<file path="src/rtl/clkgen_pkg.sv">
// clkgen_pkg: shared helpers for clkgen_multi; CLKGEN_DUTY_EN adds the low/high register-select address bit.
package clkgen_pkg;
  localparam int EW = 64;
  localparam logic REG_LO = 1'b0;
  localparam logic REG_HI = 1'b1;
  function automatic int def_hp(input int clk_freq, input int def_freq);
    return clk_freq / 2 / def_freq;
  endfunction
  function automatic logic [EW-1:0] eff(input logic [EW-1:0] x);
    return (x == '0) ? EW'(1) : x;
  endfunction
  function automatic int ch_bits(input int nch);
    return (nch > 1) ? $clog2(nch) : 1;
  endfunction
  function automatic int aw_of(input int nch);
`ifdef CLKGEN_DUTY_EN
    return ch_bits(nch) + 1;
`else
    return ch_bits(nch);
`endif
  endfunction
endpackage

</file>
<file path="src/rtl/clkgen_channel.sv">
// clkgen_channel: one divider channel; new timing takes effect only at the 1->0 edge or while held.
module clkgen_channel
  import clkgen_pkg::*;
#(
  parameter int CW = 32,
  parameter logic [CW-1:0] DEF_HP = CW'(5)
) (
  input  logic          clkin,
  input  logic          rst,
  input  logic          en,
  input  logic          we_lo,
`ifdef CLKGEN_DUTY_EN
  input  logic          we_hi,
  output logic [CW-1:0] hi_act,
`endif
  input  logic [CW-1:0] wdata,
  output logic [CW-1:0] lo_act,
  output logic          clkout,
  output logic          tick
);
  logic [CW-1:0] cnt, cnt_nx, len, lo_pend;
  logic pend, wrap, fall, load, wr;
`ifdef CLKGEN_DUTY_EN
  logic [CW-1:0] hi_pend;
  assign wr = we_lo || we_hi;
  assign len = CW'(eff(EW'(clkout ? hi_act : lo_act)));
  always_ff @(posedge clkin) begin
    if (rst) begin
      hi_act <= DEF_HP;
      hi_pend <= DEF_HP;
    end else begin
      if (load) hi_act <= hi_pend;
      if (we_hi) hi_pend <= wdata;
    end
  end
`else
  assign wr = we_lo;
  assign len = CW'(eff(EW'(lo_act)));
`endif
  assign cnt_nx = cnt + CW'(1);
  assign wrap = cnt_nx >= len;
  assign fall = en && wrap && clkout;
  assign load = pend && (fall || !en);
  // a write on a load edge lands after the transfer and stays pending
  always_ff @(posedge clkin) begin
    if (rst) begin
      cnt <= '0;
      clkout <= 1'b0;
      tick <= 1'b0;
      lo_act <= DEF_HP;
      lo_pend <= DEF_HP;
      pend <= 1'b0;
    end else begin
      if (en) begin
        cnt <= wrap ? '0 : cnt_nx;
        clkout <= clkout ^ wrap;
      end
      tick <= en && wrap && !clkout;
      if (load) begin
        lo_act <= lo_pend;
        pend <= 1'b0;
      end
      if (we_lo) lo_pend <= wdata;
      if (wr) pend <= 1'b1;
    end
  end
endmodule

</file>
<file path="src/rtl/clkgen_multi.sv">
// clkgen_multi: NCH programmable square-wave/tick generators with a write bus and readback.
// Define CLKGEN_DUTY_EN for separate low/high times selected by the cfg_addr MSB.
module clkgen_multi
  import clkgen_pkg::*;
#(
  parameter int NCH = 4,
  parameter int CW = 32,
  parameter int CLK_FREQ = 50000000,
  parameter int DEF_FREQ = 1000,
  localparam int AW = aw_of(NCH)
) (
  input  logic           clkin,
  input  logic           rst,
  input  logic [NCH-1:0] en,
  input  logic           cfg_we,
  input  logic [AW-1:0]  cfg_addr,
  input  logic [CW-1:0]  cfg_data,
  output logic [CW-1:0]  cfg_rdata,
  output logic [NCH-1:0] clkout,
  output logic [NCH-1:0] tick
);
  localparam int CB = ch_bits(NCH);
  localparam logic [CW-1:0] DEF_HP = CW'(def_hp(CLK_FREQ, DEF_FREQ));
  logic [CB-1:0] ch;
  logic [CW-1:0] lo_rd [2**CB];
  assign ch = cfg_addr[CB-1:0];
`ifdef CLKGEN_DUTY_EN
  logic sel;
  logic [CW-1:0] hi_rd [2**CB];
  assign sel = cfg_addr[AW-1];
  assign cfg_rdata = (sel == REG_HI) ? hi_rd[ch] : lo_rd[ch];
`else
  assign cfg_rdata = lo_rd[ch];
`endif
  // unpopulated address slots read zero and never match a write
  for (genvar i = 0; i < 2**CB; i++) begin : g_ch
    if (i < NCH) begin : g_on
      logic hit;
      assign hit = cfg_we && ch == CB'(i);
      clkgen_channel #(.CW(CW), .DEF_HP(DEF_HP)) u_ch (
        .clkin,
        .rst,
        .en(en[i]),
`ifdef CLKGEN_DUTY_EN
        .we_lo(hit && sel == REG_LO),
        .we_hi(hit && sel == REG_HI),
        .hi_act(hi_rd[i]),
`else
        .we_lo(hit),
`endif
        .wdata(cfg_data),
        .lo_act(lo_rd[i]),
        .clkout(clkout[i]),
        .tick(tick[i])
      );
    end else begin : g_off
      assign lo_rd[i] = '0;
`ifdef CLKGEN_DUTY_EN
      assign hi_rd[i] = '0;
`endif
    end
  end
endmodule

</file>
<file path="config.mk">
export PLATFORM = sky130hd
export DESIGN_NAME = clkgen_multi
export DESIGN_NICKNAME = d
export VERILOG_FILES = /design/src/rtl/clkgen_pkg.sv /design/src/rtl/clkgen_channel.sv /design/src/rtl/clkgen_multi.sv
export SDC_FILE = /design/constraint.sdc
export NUM_CORES = 1
export LEC_CHECK = 0
export ABC_AREA = 1
export CAP_MARGIN = 20
export CORE_AREA = 2 2 323 245
export CTS_CLUSTER_SIZE = 16
export DETAILED_ROUTE_END_ITERATION = 8
export DIE_AREA = 0 0 325 247
export PLACE_DENSITY = 0.51
export SYNTH_ARGS = -nofsm -noshare
export SYNTH_HDL_FRONTEND = slang
export SYNTH_SLANG_ARGS = --single-unit
</file>
<file path="constraint.sdc">
create_clock -name clkin -period 2.8 [get_ports clkin]
set_input_delay 0.56 -clock clkin [delete_from_list [all_inputs] [get_ports clkin]]
set_output_delay 0.56 -clock clkin [all_outputs]
set_load 0.02 [all_outputs]
</file>
==> results.ini <==
[global_route]
gr-usage-all-layers_pct = 20.9
grt_max_degree = 133
grt_pass1_wl_um = 129000
antenna_found_initial = 5
grt_pass1_vias = 21100
grt_overflow = 0

[worst_setup_path]
end_kind = register
crit_fanout = 18
reg2reg_slack_ps = -560
path_cells = buf_6 > nand3_4 > nor2_4 > nand3_4 > nor2_2 > nand3_2 > nand3b_1 > xnor2_1 > ha_1 > a21oi_1 > o21a_1 > nand2_1 > nor2_2 > nand2_2 > buf_6 > buf_12 > a21oi_4 > nor2_4 > buf_12 > nor2_1 > nor2_1
r2r-end = g_ch[3].g_on.u_ch.lo_act[6]
cpLargestDelayFamily = simple AND/OR/NAND/NOR gates
start_kind = register
slowest_delay_ps = 360
cpMaxStageDelayCell = dfxtp_2
critPathArrivalTime_ps = 3850
cp_num_buf_inv = 4
r2r_cells = 21
reg2reg_from = g_ch[3].g_on.u_ch.cnt[1]
critPathRequiredTime_ps = 3300
critPathKind = reg -> reg

[clocking]
cts_tree = built
cts-root-buf = clkbuf_16
htreeDepth = 2
clock_sinks = 396
cts_buffers = 46
clkLatencyLatePin_ps = 610
clk_path_buf_depth = 3
hold_buffers = 0
cts.clk_slew.worst_paths_ps = 60

[min_path]
hp-class = in -> reg
min_from = rst
holdPathStages = 3
hold_end = g_ch[1].g_on.u_ch.lo_pend[14]

[timing]
relSlewSlack_pct = 28.8
period_minus_slack_ps = 3360
fin_ws_ps = -558
clock.fmax_mhz = 298
rsz0062_at_grt = yes
finalHoldViolCount = 0
slew_violations = 0
setup_viol = 289
max_slew.worst_pin.slew_ps = 1070
worst_clock_skew_ps = 32.9
finalCritPeriodShare_pct = 120

[yosys]
synthSimpleGateAreaFrac_pct = 28.7
synthXorXnorAreaFrac_pct = 4.87
ys_warn_count = 0
synth_nets = 3245
synthAdderAreaFrac_pct = 7.70
ys_ff_latch = 396
syn_inst = 3072
synth_compound_area_share_pct = 12.6
synth_area_mm2 = 0.0215
synthMuxAreaShare_pct = 0
synth_top_family_by_area = simple AND/OR/NAND/NOR gates
ys_seq_area_share_pct = 36.9
syn_avg_cell_area_um2 = 6.99
synthDistinctLibCells = 41

[cells_and_area]
layout-drive-gt1-share_pct = 34.2
ff_latch_area_mm2 = 0.00801
final_area_mm2 = 0.0329
multiInputGateArea_mm2 = 0.0143
nNetsFinal = 3852
utilization_pct = 42.4
syn_to_final_growth_pct = 53.4
fill_cells = 7871

[run_status]
violations = negative setup slack
status = finished with violations

[power]
switchingPower_uw = 3820
combPwrFrac_pct = 12.0
pwr-share-clk_pct = 46.5
switching_share_pct = 27.0
power_density_mw_per_mm2 = 429
ir_drop_uv = 351
power.internal_uw = 10300
p_leak_uw = 0.0145
p_seq_share_pct = 41.5

[run]
max-cap-violations = 0

[drt]
ant_nets = 0
postRouteWirelength_um = 85400
route.detailed.drc = 0
drt-vias-per-instance = 4.70
dr_total_vias = 22400
dr.pass1.iters = 5
avgRoutedWirePerCell_um = 17.9
drt_iter0_markers = 2092

[die]
core-area_mm2 = 0.0776
dieWidth_um = 325
die_y_um = 247
dieArea_mm2 = 0.0803
io_pins = 81
start_util_pct = 27.7
rows = 89

[placed_design]
numPortBuffers = 80
routabilityCongestion = 0.913
placed_area_mm2 = 0.0273
dp_hpwl_um = 60800

sequential cells by signal, summed over array words and instances, names as in the netlist:
signal / flops
g_ch.g_on.u_ch.tick: 4
g_ch.g_on.u_ch.cnt: 128
g_ch.g_on.u_ch.pend: 4
g_ch.g_on.u_ch.clkout: 4
g_ch.g_on.u_ch.lo_pend: 128
g_ch.g_on.u_ch.lo_act: 128
stage by stage:
stage | hold slack [ps] | total power [µW] | setup TNS, ps | setup slack (ps) | std cells
after floorplan | 429 | 6740 | -6230 | -122 | 3072
after global placement | 441 | 7390 | -132170 | -564 | 4545
after detailed placement | 443 | 7390 | -137420 | -599 | 4545
after CTS | 381 | 14200 | -98140 | -525 | 4747
after global routing | 419 | 14600 | -165410 | -756 | 4761
final | 403 | 14100 | -112480 | -558 | 4763
area by class of cell:
class | instances | share of cell area (%)
clock buffer | 65 | 4.18
inverter | 357 | 4.10
antenna | 2 | 0.0152
timing repair buffer | 704 | 19.3
multi-input combinational | 2174 | 43.4
tap | 1046 | 3.97
clock inverter | 19 | 0.779
sequential | 396 | 24.3
routing by layer:
metal / wire length (µm) / up-vias / GRT usage (%)
met2: 33800 / 577 / 29.3
li1: - / 11200 / -
met3: 6230 / 89 / 3.77
met4: 1600 / 0 / 4.70
met1: 43700 / 10500 / 32.3
met5: 0 / - / 0
cell usage after synthesis, drive strengths merged:
cell | number | area share (%)
nor2 | 361 | 6.6
ha | 132 | 7.7
nand3 | 215 | 5.2
buf | 45 | 1.1
xnor2 | 36 | 1.5
dfxtp | 396 | 37
or2 | 1 | 0.041
nand3b | 4 | 0.20
nor4 | 41 | 1.2
clkbuf | 103 | 1.8
a21oi | 292 | 6.8
o21bai | 2 | 0.070
xor2 | 80 | 3.3
o21ai | 109 | 2.5
inv | 357 | 6.2
a22oi | 32 | 1.1
nand2 | 729 | 13
a21o | 8 | 0.28
o221ai | 32 | 1.3
and3 | 1 | 0.029
a41o | 1 | 0.047
nor3 | 28 | 0.88
nand4 | 55 | 1.7
o21a | 12 | 0.42
how the worst max path moves through the flow:
| stage | start | to | slack, ps | cells after the start |
|---|---|---|---|---|
| 2_1_floorplan | g_ch[1].g_on.u_ch.cnt[1] | g_ch[1].g_on.u_ch.lo_act[27] | -120 | 20 |
| 3_3_place_gp | g_ch[0].g_on.u_ch.cnt[1] | g_ch[0].g_on.u_ch.lo_act[26] | -560 | 21 |
| 6_report | g_ch[3].g_on.u_ch.cnt[1] | g_ch[3].g_on.u_ch.lo_act[6] | -560 | 21 |
| 3_5_place_dp | g_ch[0].g_on.u_ch.cnt[1] | g_ch[0].g_on.u_ch.lo_act[25] | -600 | 21 |
| 5_1_grt | g_ch[3].g_on.u_ch.cnt[1] | g_ch[3].g_on.u_ch.lo_act[30] | -760 | 22 |
| 4_1_cts | g_ch[3].g_on.u_ch.cnt[0] | g_ch[3].g_on.u_ch.lo_act[6] | -520 | 23 |
power by group through the flow:
stage,sequential [µW],combinational [µW],clock (µW)
2_1_floorplan,5990,752,0
3_3_place_gp,5990,1390,0
3_5_place_dp,6000,1400,0
4_1_cts,5870,1630,6700
5_1_grt,5890,1830,6910
6_report,5870,1690,6580
worst reg2reg max path, delay by kind of cell, from the launching register on:
family | cells | cell delay, ps
flip-flops | 1 | 360
adder cells (fa/ha/maj) | 1 | 320
buffers and inverters | 4 | 520
AO/OA/AOI/OAI | 3 | 440
AND/OR/NAND/NOR | 12 | 1320
XOR/XNOR | 1 | 310
timing repair:
action	in CTS	in global routing
pin swaps	115	137
gates resized for setup	406	282
buffers inserted	97	19
setup endpoints to repair	300	294
gates cloned	23	1
hold endpoints to repair	0	0
cells by family (layout without fill, tap and decap cells):
family          count (synthesis)  count (layout)
xor+xnor                      116             116
buf+inv                       505            1145
fa+ha+maj                     132             132
compound gates                488             488
simple gates                 1435            1438
flops                         396             396
other cells                     0               2
cell usage in the layout (no fill, tap or decap), types with 19 or more instances in the layout:
| cell type | count |
|---|---|
| dfxtp_1 | 359 |
| nand3_1 | 125 |
| buf_6 | 41 |
| o21ai_0 | 106 |
| xor2_1 | 60 |
| clkdlybuf4s50_1 | 57 |
| nand3_2 | 79 |
| a22oi_1 | 19 |
| ha_1 | 115 |
| nand2_4 | 48 |
| a21oi_1 | 224 |
| nor4_1 | 35 |
| nor2_1 | 240 |
| dfxtp_2 | 23 |
| buf_4 | 538 |
| xnor2_1 | 23 |
| a21oi_2 | 64 |
| inv_1 | 344 |
| nor2_4 | 67 |
| o221ai_1 | 22 |
| nand4_1 | 53 |
| nand2_2 | 69 |
| buf_12 | 34 |
| clkbuf_16 | 49 |
| nor2_2 | 57 |
| nand2_1 | 609 |
Note: power is estimated with default switching activity, not from simulation.
